`src/rtl/dmem_pkg.sv`:
```
// rtl/dmem_pkg.sv - shared types and constants for the M-stage data-bus bridge
package dmem_pkg;

  // Bridge FSM states
  typedef enum logic [1:0] {
    IDLE = 2'd0,
    ADDR = 2'd1,
    DATA = 2'd2,
    DONE = 2'd3
  } dmem_state_e;

  // Byte-strobe width for the default 32-bit data bus
  localparam int DMEM_STRB_W = 4;

  // Word returned to the M stage when a transaction is abandoned by the watchdog
  localparam logic [31:0] DMEM_TMO_RDATA = 32'h0;

endpackage

```
`src/rtl/dmem_bridge.sv`:
```
// rtl/dmem_bridge.sv - M-stage request/response data-bus bridge; optional watchdog under DMEM_TIMEOUT_EN
module dmem_bridge
  import dmem_pkg::*;
#(
  parameter int ADDR_W         = 32,
  parameter int DATA_W         = 32,
  parameter int TIMEOUT_CYCLES = 256
) (
  input  logic                clk,
  input  logic                rst,
  input  logic                memenM,
  input  logic [ADDR_W-1:0]   aluoutM,
  input  logic [DATA_W-1:0]   writedataM,
  input  logic [DATA_W/8-1:0] waM,
  output logic [DATA_W-1:0]   readdataM,
  output logic                stallM,
  output logic                errM,
  output logic                bus_req,
  output logic                bus_wr,
  output logic [ADDR_W-1:0]   bus_addr,
  output logic [DATA_W/8-1:0] bus_wstrb,
  output logic [DATA_W-1:0]   bus_wdata,
  input  logic                bus_addr_ok,
  input  logic                bus_data_ok,
  input  logic [DATA_W-1:0]   bus_rdata
);

  dmem_state_e         state_q;
  logic [ADDR_W-1:0]   req_addr_q;
  logic [DATA_W-1:0]   req_wdata_q;
  logic [DATA_W/8-1:0] req_wstrb_q;
  logic [DATA_W-1:0]   rdata_q;
  logic                xfer_done;

`ifdef DMEM_TIMEOUT_EN
  localparam int CNT_W = $clog2(TIMEOUT_CYCLES + 1);
  logic [CNT_W-1:0] tmo_cnt_q;
  logic             err_q;
  assign errM = err_q;
`else
  assign errM = 1'b0;
`endif

  // Response completes the transaction: data_ok with addr_ok in ADDR, or data_ok in DATA
  assign xfer_done = ((state_q == ADDR) && bus_addr_ok && bus_data_ok) ||
                     ((state_q == DATA) && bus_data_ok);

  // Stall from the moment an access appears in IDLE until the DONE cycle releases the pipe
  assign stallM = (state_q == IDLE) ? memenM : (state_q != DONE);

  assign bus_req   = (state_q == ADDR);
  assign bus_addr  = req_addr_q;
  assign bus_wdata = req_wdata_q;
  assign bus_wstrb = req_wstrb_q;
  assign bus_wr    = |req_wstrb_q;
  assign readdataM = rdata_q;

  // Transaction FSM with request registers, read capture and optional watchdog
  always_ff @(posedge clk) begin
    if (rst) begin
      state_q     <= IDLE;
      req_addr_q  <= '0;
      req_wdata_q <= '0;
      req_wstrb_q <= '0;
      rdata_q     <= '0;
`ifdef DMEM_TIMEOUT_EN
      tmo_cnt_q   <= '0;
      err_q       <= 1'b0;
`endif
    end else begin
`ifdef DMEM_TIMEOUT_EN
      err_q <= 1'b0;
`endif
      case (state_q)
        IDLE: begin
          if (memenM) begin
            // Word-align here so the bus never sees the byte offset
            req_addr_q  <= aluoutM & ~ADDR_W'(3);
            req_wdata_q <= writedataM;
            req_wstrb_q <= waM;
            state_q     <= ADDR;
`ifdef DMEM_TIMEOUT_EN
            tmo_cnt_q   <= '0;
`endif
          end
        end
        ADDR, DATA: begin
          if (xfer_done) begin
            state_q <= DONE;
            if (~|req_wstrb_q) rdata_q <= bus_rdata;
          end
`ifdef DMEM_TIMEOUT_EN
          else if (tmo_cnt_q == CNT_W'(TIMEOUT_CYCLES - 1)) begin
            state_q <= DONE;
            rdata_q <= DATA_W'(DMEM_TMO_RDATA);
            err_q   <= 1'b1;
          end
`endif
          else if ((state_q == ADDR) && bus_addr_ok) begin
            state_q <= DATA;
          end
`ifdef DMEM_TIMEOUT_EN
          tmo_cnt_q <= tmo_cnt_q + CNT_W'(1);
`endif
        end
        DONE: state_q <= IDLE;
        default: state_q <= IDLE;
      endcase
    end
  end

endmodule

```
`config.mk`:
```
export PLATFORM = sky130hd
export DESIGN_NAME = dmem_bridge
export DESIGN_NICKNAME = d
export VERILOG_FILES = /design/src/rtl/dmem_pkg.sv /design/src/rtl/dmem_bridge.sv
export SDC_FILE = /design/constraint.sdc
export NUM_CORES = 1
export LEC_CHECK = 0
export CORE_AREA = 2 2 117 119
export DETAILED_ROUTE_END_ITERATION = 12
export DIE_AREA = 0 0 119 121
export HOLD_SLACK_MARGIN = 0.1
export PLACE_DENSITY = 0.7
export SYNTH_ARGS = -nofsm -noshare
export SYNTH_HDL_FRONTEND = slang
export SYNTH_SLANG_ARGS = --single-unit
```
`constraint.sdc`:
```
create_clock -name clk -period 2.87 [get_ports clk]
set_input_delay 0.574 -clock clk [delete_from_list [all_inputs] [get_ports clk]]
set_output_delay 0.574 -clock clk [all_outputs]
set_load 0.01 [all_outputs]
```
### After elaboration in Yosys (flattened, before gate mapping)

Cells that the tools add are included.
Widths: inputs -> output; s select.

| word-level totals | value |
|---|---|
| bits in registers | 100 |
| word-level logic and storage cells | 27 |
| input bits | 105 |
| output and inout bits | 104 |

| cells by class | value |
|---|---|
| mux-type cells | 5 |
| reductions and logical operators | 10 |
| equal/unequal tests | 6 |
| bitwise gates (word level) | 1 |

Operator list:

| kind | count |
|---|---|
| $mux 2 | 3 |
| $pmux 2 s3 | 1 |
| $eq 2x2->1 const B | 2 |
| $ne 2x2->1 const B | 2 |
| $reduce_and 2->1 | 2 |
| $reduce_or 4->1 | 1 |
| $logic_and 1x1->1 | 3 |
| $ne 3x3->1 const B | 1 |
| $reduce_and 3->1 | 1 |
| $eq 2x1->1 const B | 1 |
| $logic_not 2->1 | 1 |
| $reduce_or 2->1 | 1 |
| $logic_or 1x1->1 | 1 |
| $mux 1 | 1 |
| $not 1->1 | 1 |

### Depth between registers and ports, before layout

| logic depth | value |
|---|---|
| depth in word-level cells | 6 |
| mapped depth | 7 |
| mapped depth without buffers | 5 |

### Worst setup path after synthesis

Ideal clock, no wire load.

| path | value |
|---|---|
| path kind | flip-flop to flip-flop |
| from | reg req_wstrb_q[3], in the netlist bus_wstrb[3] |
| to | reg rdata_q[10], in the netlist readdataM[10] |
| data required time | 2798 ps |
| cell stages (with the launch flop) | 5 |
| buffers on the path | 1 |
| period minus slack after synthesis | 1681 ps |
| setup time | 72 ps |
| data arrival time | 1609 ps |
| path slack | 1189 ps |
| path through | dfxtp_1 -> or4_4 -> nor3_4 -> buf_6 -> mux2i_1 |

| on the way | value |
|---|---|
| word-level cells in the longest chain between the ends | 3 |

RTL lines:

| element | line | RTL |
|---|---|---|
| from (decl) | dmem_bridge.sv:31 | `logic [DATA_W/8-1:0] req_wstrb_q;` |
| from (signal assigned) | dmem_bridge.sv:80 | `req_wstrb_q <= waM;` |
| $reduce_or 4->1 | -- |  |
| via bus_wr | dmem_bridge.sv:19 | `output logic bus_wr,` |
| $not 1->1 (no source line) | -- |  |
| $reduce_and 3->1 (no source line) | -- |  |
| to (signal assigned) | dmem_bridge.sv:90 | `if (~\|req_wstrb_q) rdata_q <= bus_rdata;` |
| to (decl) | dmem_bridge.sv:32 | `logic [DATA_W-1:0] rdata_q;` |

The timed path passes the listed nets, and every way through them passes these cells.
A chain may end at the register's enable or synchronous reset.

### Worst setup path after layout

| path | value |
|---|---|
| from | reg state_q[0] |
| to | out stallM |

| on the way | value |
|---|---|
| word-level cells in the longest chain between the ends | 2 |
| elaborated cells between the ends (all ways) | 3 |
| classes of those cells | eq/ne: 1; mux: 1; reduce/logical: 1 |

RTL lines:

| element | line | RTL |
|---|---|---|
| from (decl) | dmem_bridge.sv:28 | `dmem_state_e state_q;` |
| from (signal assigned) | dmem_bridge.sv:61 | `state_q <= IDLE;` |
| from (signal assigned) | dmem_bridge.sv:81 | `state_q <= ADDR;` |
| from (signal assigned) | dmem_bridge.sv:89 | `state_q <= DONE;` |
| $ne 2x2->1 or $logic_not 2->1 (tied branches) | dmem_bridge.sv:49 | `assign stallM = (state_q == IDLE) ? memenM : (state_q != DONE);` |
| $mux 1 * | dmem_bridge.sv:49 |  |
| to (decl) | dmem_bridge.sv:16 | `output logic stallM,` |

Mark *: on every way between the ends. The rest lies on a longest branch, timed or not.

==> metrics.md <==
| Metric | Value |
|---|---|
| Slowest stage cell on the critical path | `clkdlybuf4s50_1` |
| Synth Area in XOR/XNOR | `0` |
| Post-CTS resize count | `0` |
| Vias in the first global route | `approximately 3600` |
| Compound-cell area share of the yosys netlist | `0.0966` |
| CP endpoint kind | `output port` |
| Via count | `between 3000 and 4000` |
| Final Setup Violations | `0` |
| Power Density | `about 700 nW/µm²` |
| Detailed Route Iter0 Violations | `around 170` |
| CTS sink cnt | `100` |
| Root Buffer | `clkbuf_16` |
| Share of cells above drive strength 1 | `0.0374` |
| DP Area | `slightly above 6000 µm²` |
| Final RePlAce weighted congestion | `0.709` |
| Adder-cell share of the synthesized area | `0.0129` |
| Fill count | `about 1200` |
| Register area share after synthesis | `0.515` |
| Worst min-delay path class | `reg -> reg` |
| Synthesized flop and latch total | `100` |
| Worst EP required | `2300 ps` |
| Number of synthesized flops with an enable pin | `0` |
| IO Count | `~210` |
| Multiplexer area fraction after synthesis | `0.0824` |
| Die Wd | `between 100 and 150 µm` |
| Setup_tns | `0 ps` |
| Detailed Routing Iterations Pass 1 | `4` |
| CTS tree | `yes` |
| Largest net degree at the start of global routing | `between 100 and 150` |
| First-pass GRT wire length | `~17 mm` |
| Final Hold Viols | `0` |
| Measured slew at the worst slew-check pin | `542 ps` |
| Remaining antenna violation count | `0` |
| Main synth FF type | `dfxtp_1` |
| Final std cells w/o fill | `818` |
| GRT overflow | `0` |
| Status | `finished clean` |
| Leak pwr | `roughly 2.3 nW` |
| Synthesized instance count | `roughly 450` |
| Critical-path cell list | `inv_1, ha_1, nor2b_1, a21oi_1, clkdlybuf4s50_1` |
| CTS Buf Count | `9` |
| DR vias/cell | `4.41` |
| Max-cap violations | `0` |
| CTS max path bufs | `2` |
| Tot GR Track Use | `0.148` |
| Yosys cell types | `21` |
| Layout Skew | `roughly 6.4 ps` |
| Syn-to-layout area delta | `63.8%` |
| H-Tree Depth | `3` |
| WP data arrival | `1920 ps` |
| Routed WL | `~11 mm` |
| Initial Util | `0.297` |
| Commonest non-fill, non-tap cells in the layout | `clkdlybuf4s50_1 (202), nand2_1 (133), dfxtp_1 (100)` |
| CTS clk-pin slew, worst paths | `60 ps` |
| Port bufs | `around 200` |
| Pins Over Slew Limit | `0` |
| Nets | `roughly 750` |
| Core area | `13100 µm²` |
| Worst Path Max Fanout | `4` |
| Post-CTS setup buffer count | `0` |
| DRC | `0` |
| Rel. slew slack | `0.639` |
| Synth Warn # | `0` |
| Die ar. | `between 10000 and 15000 µm²` |
| Setup CP Type | `reg -> out` |
| Post-synth ARST share | `0` |
| # rows | `42` |
| Worst VDD drop | `0.361 mV` |
| Commonest non-fill, non-tap cell in the layout | `clkdlybuf4s50_1` |
| Routed len/inst | `between 10 and 15 µm` |
| Final min period | `around 2500 ps` |
| Final Core Density | `0.486` |
| Placed insts | `803` |
| Simple-gate share of the synthesized area | `0.248` |
| Ratio of final minimum period to clock period | `0.868` |
| Cts hold-fix bufs | `0` |
| Max incr delay on CP | `~570 ps` |
| RSZ-0062 raised after global routing | `false` |
| Worst-skew pair later-pin latency | `roughly 340 ps` |
| Mean Syn Cell Area | `8.60 µm²` |
| Mapped Area | `3890 µm²` |
| Fmax achieved | `between 400 and 500 MHz` |
| Design area | `~6400 µm²` |
| Largest family of logic cells by synthesized area | `simple AND/OR/NAND/NOR gates` |
| Detailed placement HPWL | `roughly 7.4 mm` |
| Die Y | `between 100 and 150 µm` |
| Worst setup SP type | `flip-flop` |
| Initial antenna violation count | `0` |
| # diodes | `0` |
-- worst max-delay path: cells and delay by family (launching register included) --
family / cells / cell delay [ps]
simple gates: 1 / 180
buf+inv: 2 / 660
fa+ha+maj: 1 / 240
compound gates: 1 / 130
flops: 1 / 360
-- per-layer routing --
| layer | GRT usage | up-vias | wire (µm) | share of wire |
|---|---|---|---|---|
| met5 | 0 | - | 0 | 0 |
| met4 | 0.0766 | 0 | 278 | 0.026 |
| met3 | 0.0550 | 19 | 906 | 0.085 |
| met2 | 0.240 | 138 | 4990 | 0.47 |
| met1 | 0.172 | 1633 | 4550 | 0.42 |
| li1 | - | 1818 | - | - |
-- path summary, 6_finish.rpt --
kind	start	endpoint	slack, ps	depth (start not counted)
min reg2reg	bus_wdata[14]	bus_wdata[14]	450	2
min	bus_wdata[14]	bus_wdata[14]	450	2
max	state_q[0]	stallM	380	5
max reg2reg	state_q[0]	readdataM[25]	950	6
-- power breakdown --
group / internal, mW / switching (mW)
registers: 1.59 / 0.106
clock network: 0.742 / 0.513
logic: 0.751 / 0.724
total: 3.09 / 1.34
-- cell families after synthesis --
family | after synthesis
compound gates | 73
other cells | 1
fa+ha+maj | 4
buf+inv | 37
mux | 32
simple gates | 205
flops | 100
-- cell usage after synthesis, types with 2 or more instances --
| library cell | n | area [µm²] |
|---|---|---|
| inv_1 | 3 | 11.3 |
| mux2i_1 | 32 | 320 |
| a21oi_1 | 69 | 345 |
| nand2_1 | 134 | 503 |
| dfxtp_1 | 100 | 2000 |
| ha_1 | 4 | 50.1 |
| nand2b_1 | 65 | 407 |
| a211oi_1 | 2 | 15.0 |
| buf_6 | 3 | 33.8 |
| buf_4 | 3 | 22.5 |
| clkbuf_1 | 24 | 90.1 |
| buf_1 | 4 | 15.0 |
-- per-stage QoR --
stage          setup WS, ps  total power [mW]  hold slack, ps
2_1_floorplan          1190              2.48             481
4_1_cts                 334              4.51             455
6_report                380              4.43             454
3_5_place_dp            408              3.22             446
3_3_place_gp            417              3.18             441
5_1_grt                 250              4.70             477
-- flip-flops by register name (all words and copies together), names as in the netlist --
register and cells:
readdataM 32, state_q 2, bus_wstrb 4, bus_wdata 32
bus_addr 30
-- cell type report --
class	count	area, µm²	share of cell area
clock buffer	12	267	0.0419
clock inverter	3	45.0	0.00708
inverter	3	11.3	0.00177
multi-input combinational	317	1720	0.271
sequential	100	2000	0.315
tap	176	220	0.0346
timing repair buffer	207	2100	0.329
(Power assumes the default switching activity.)
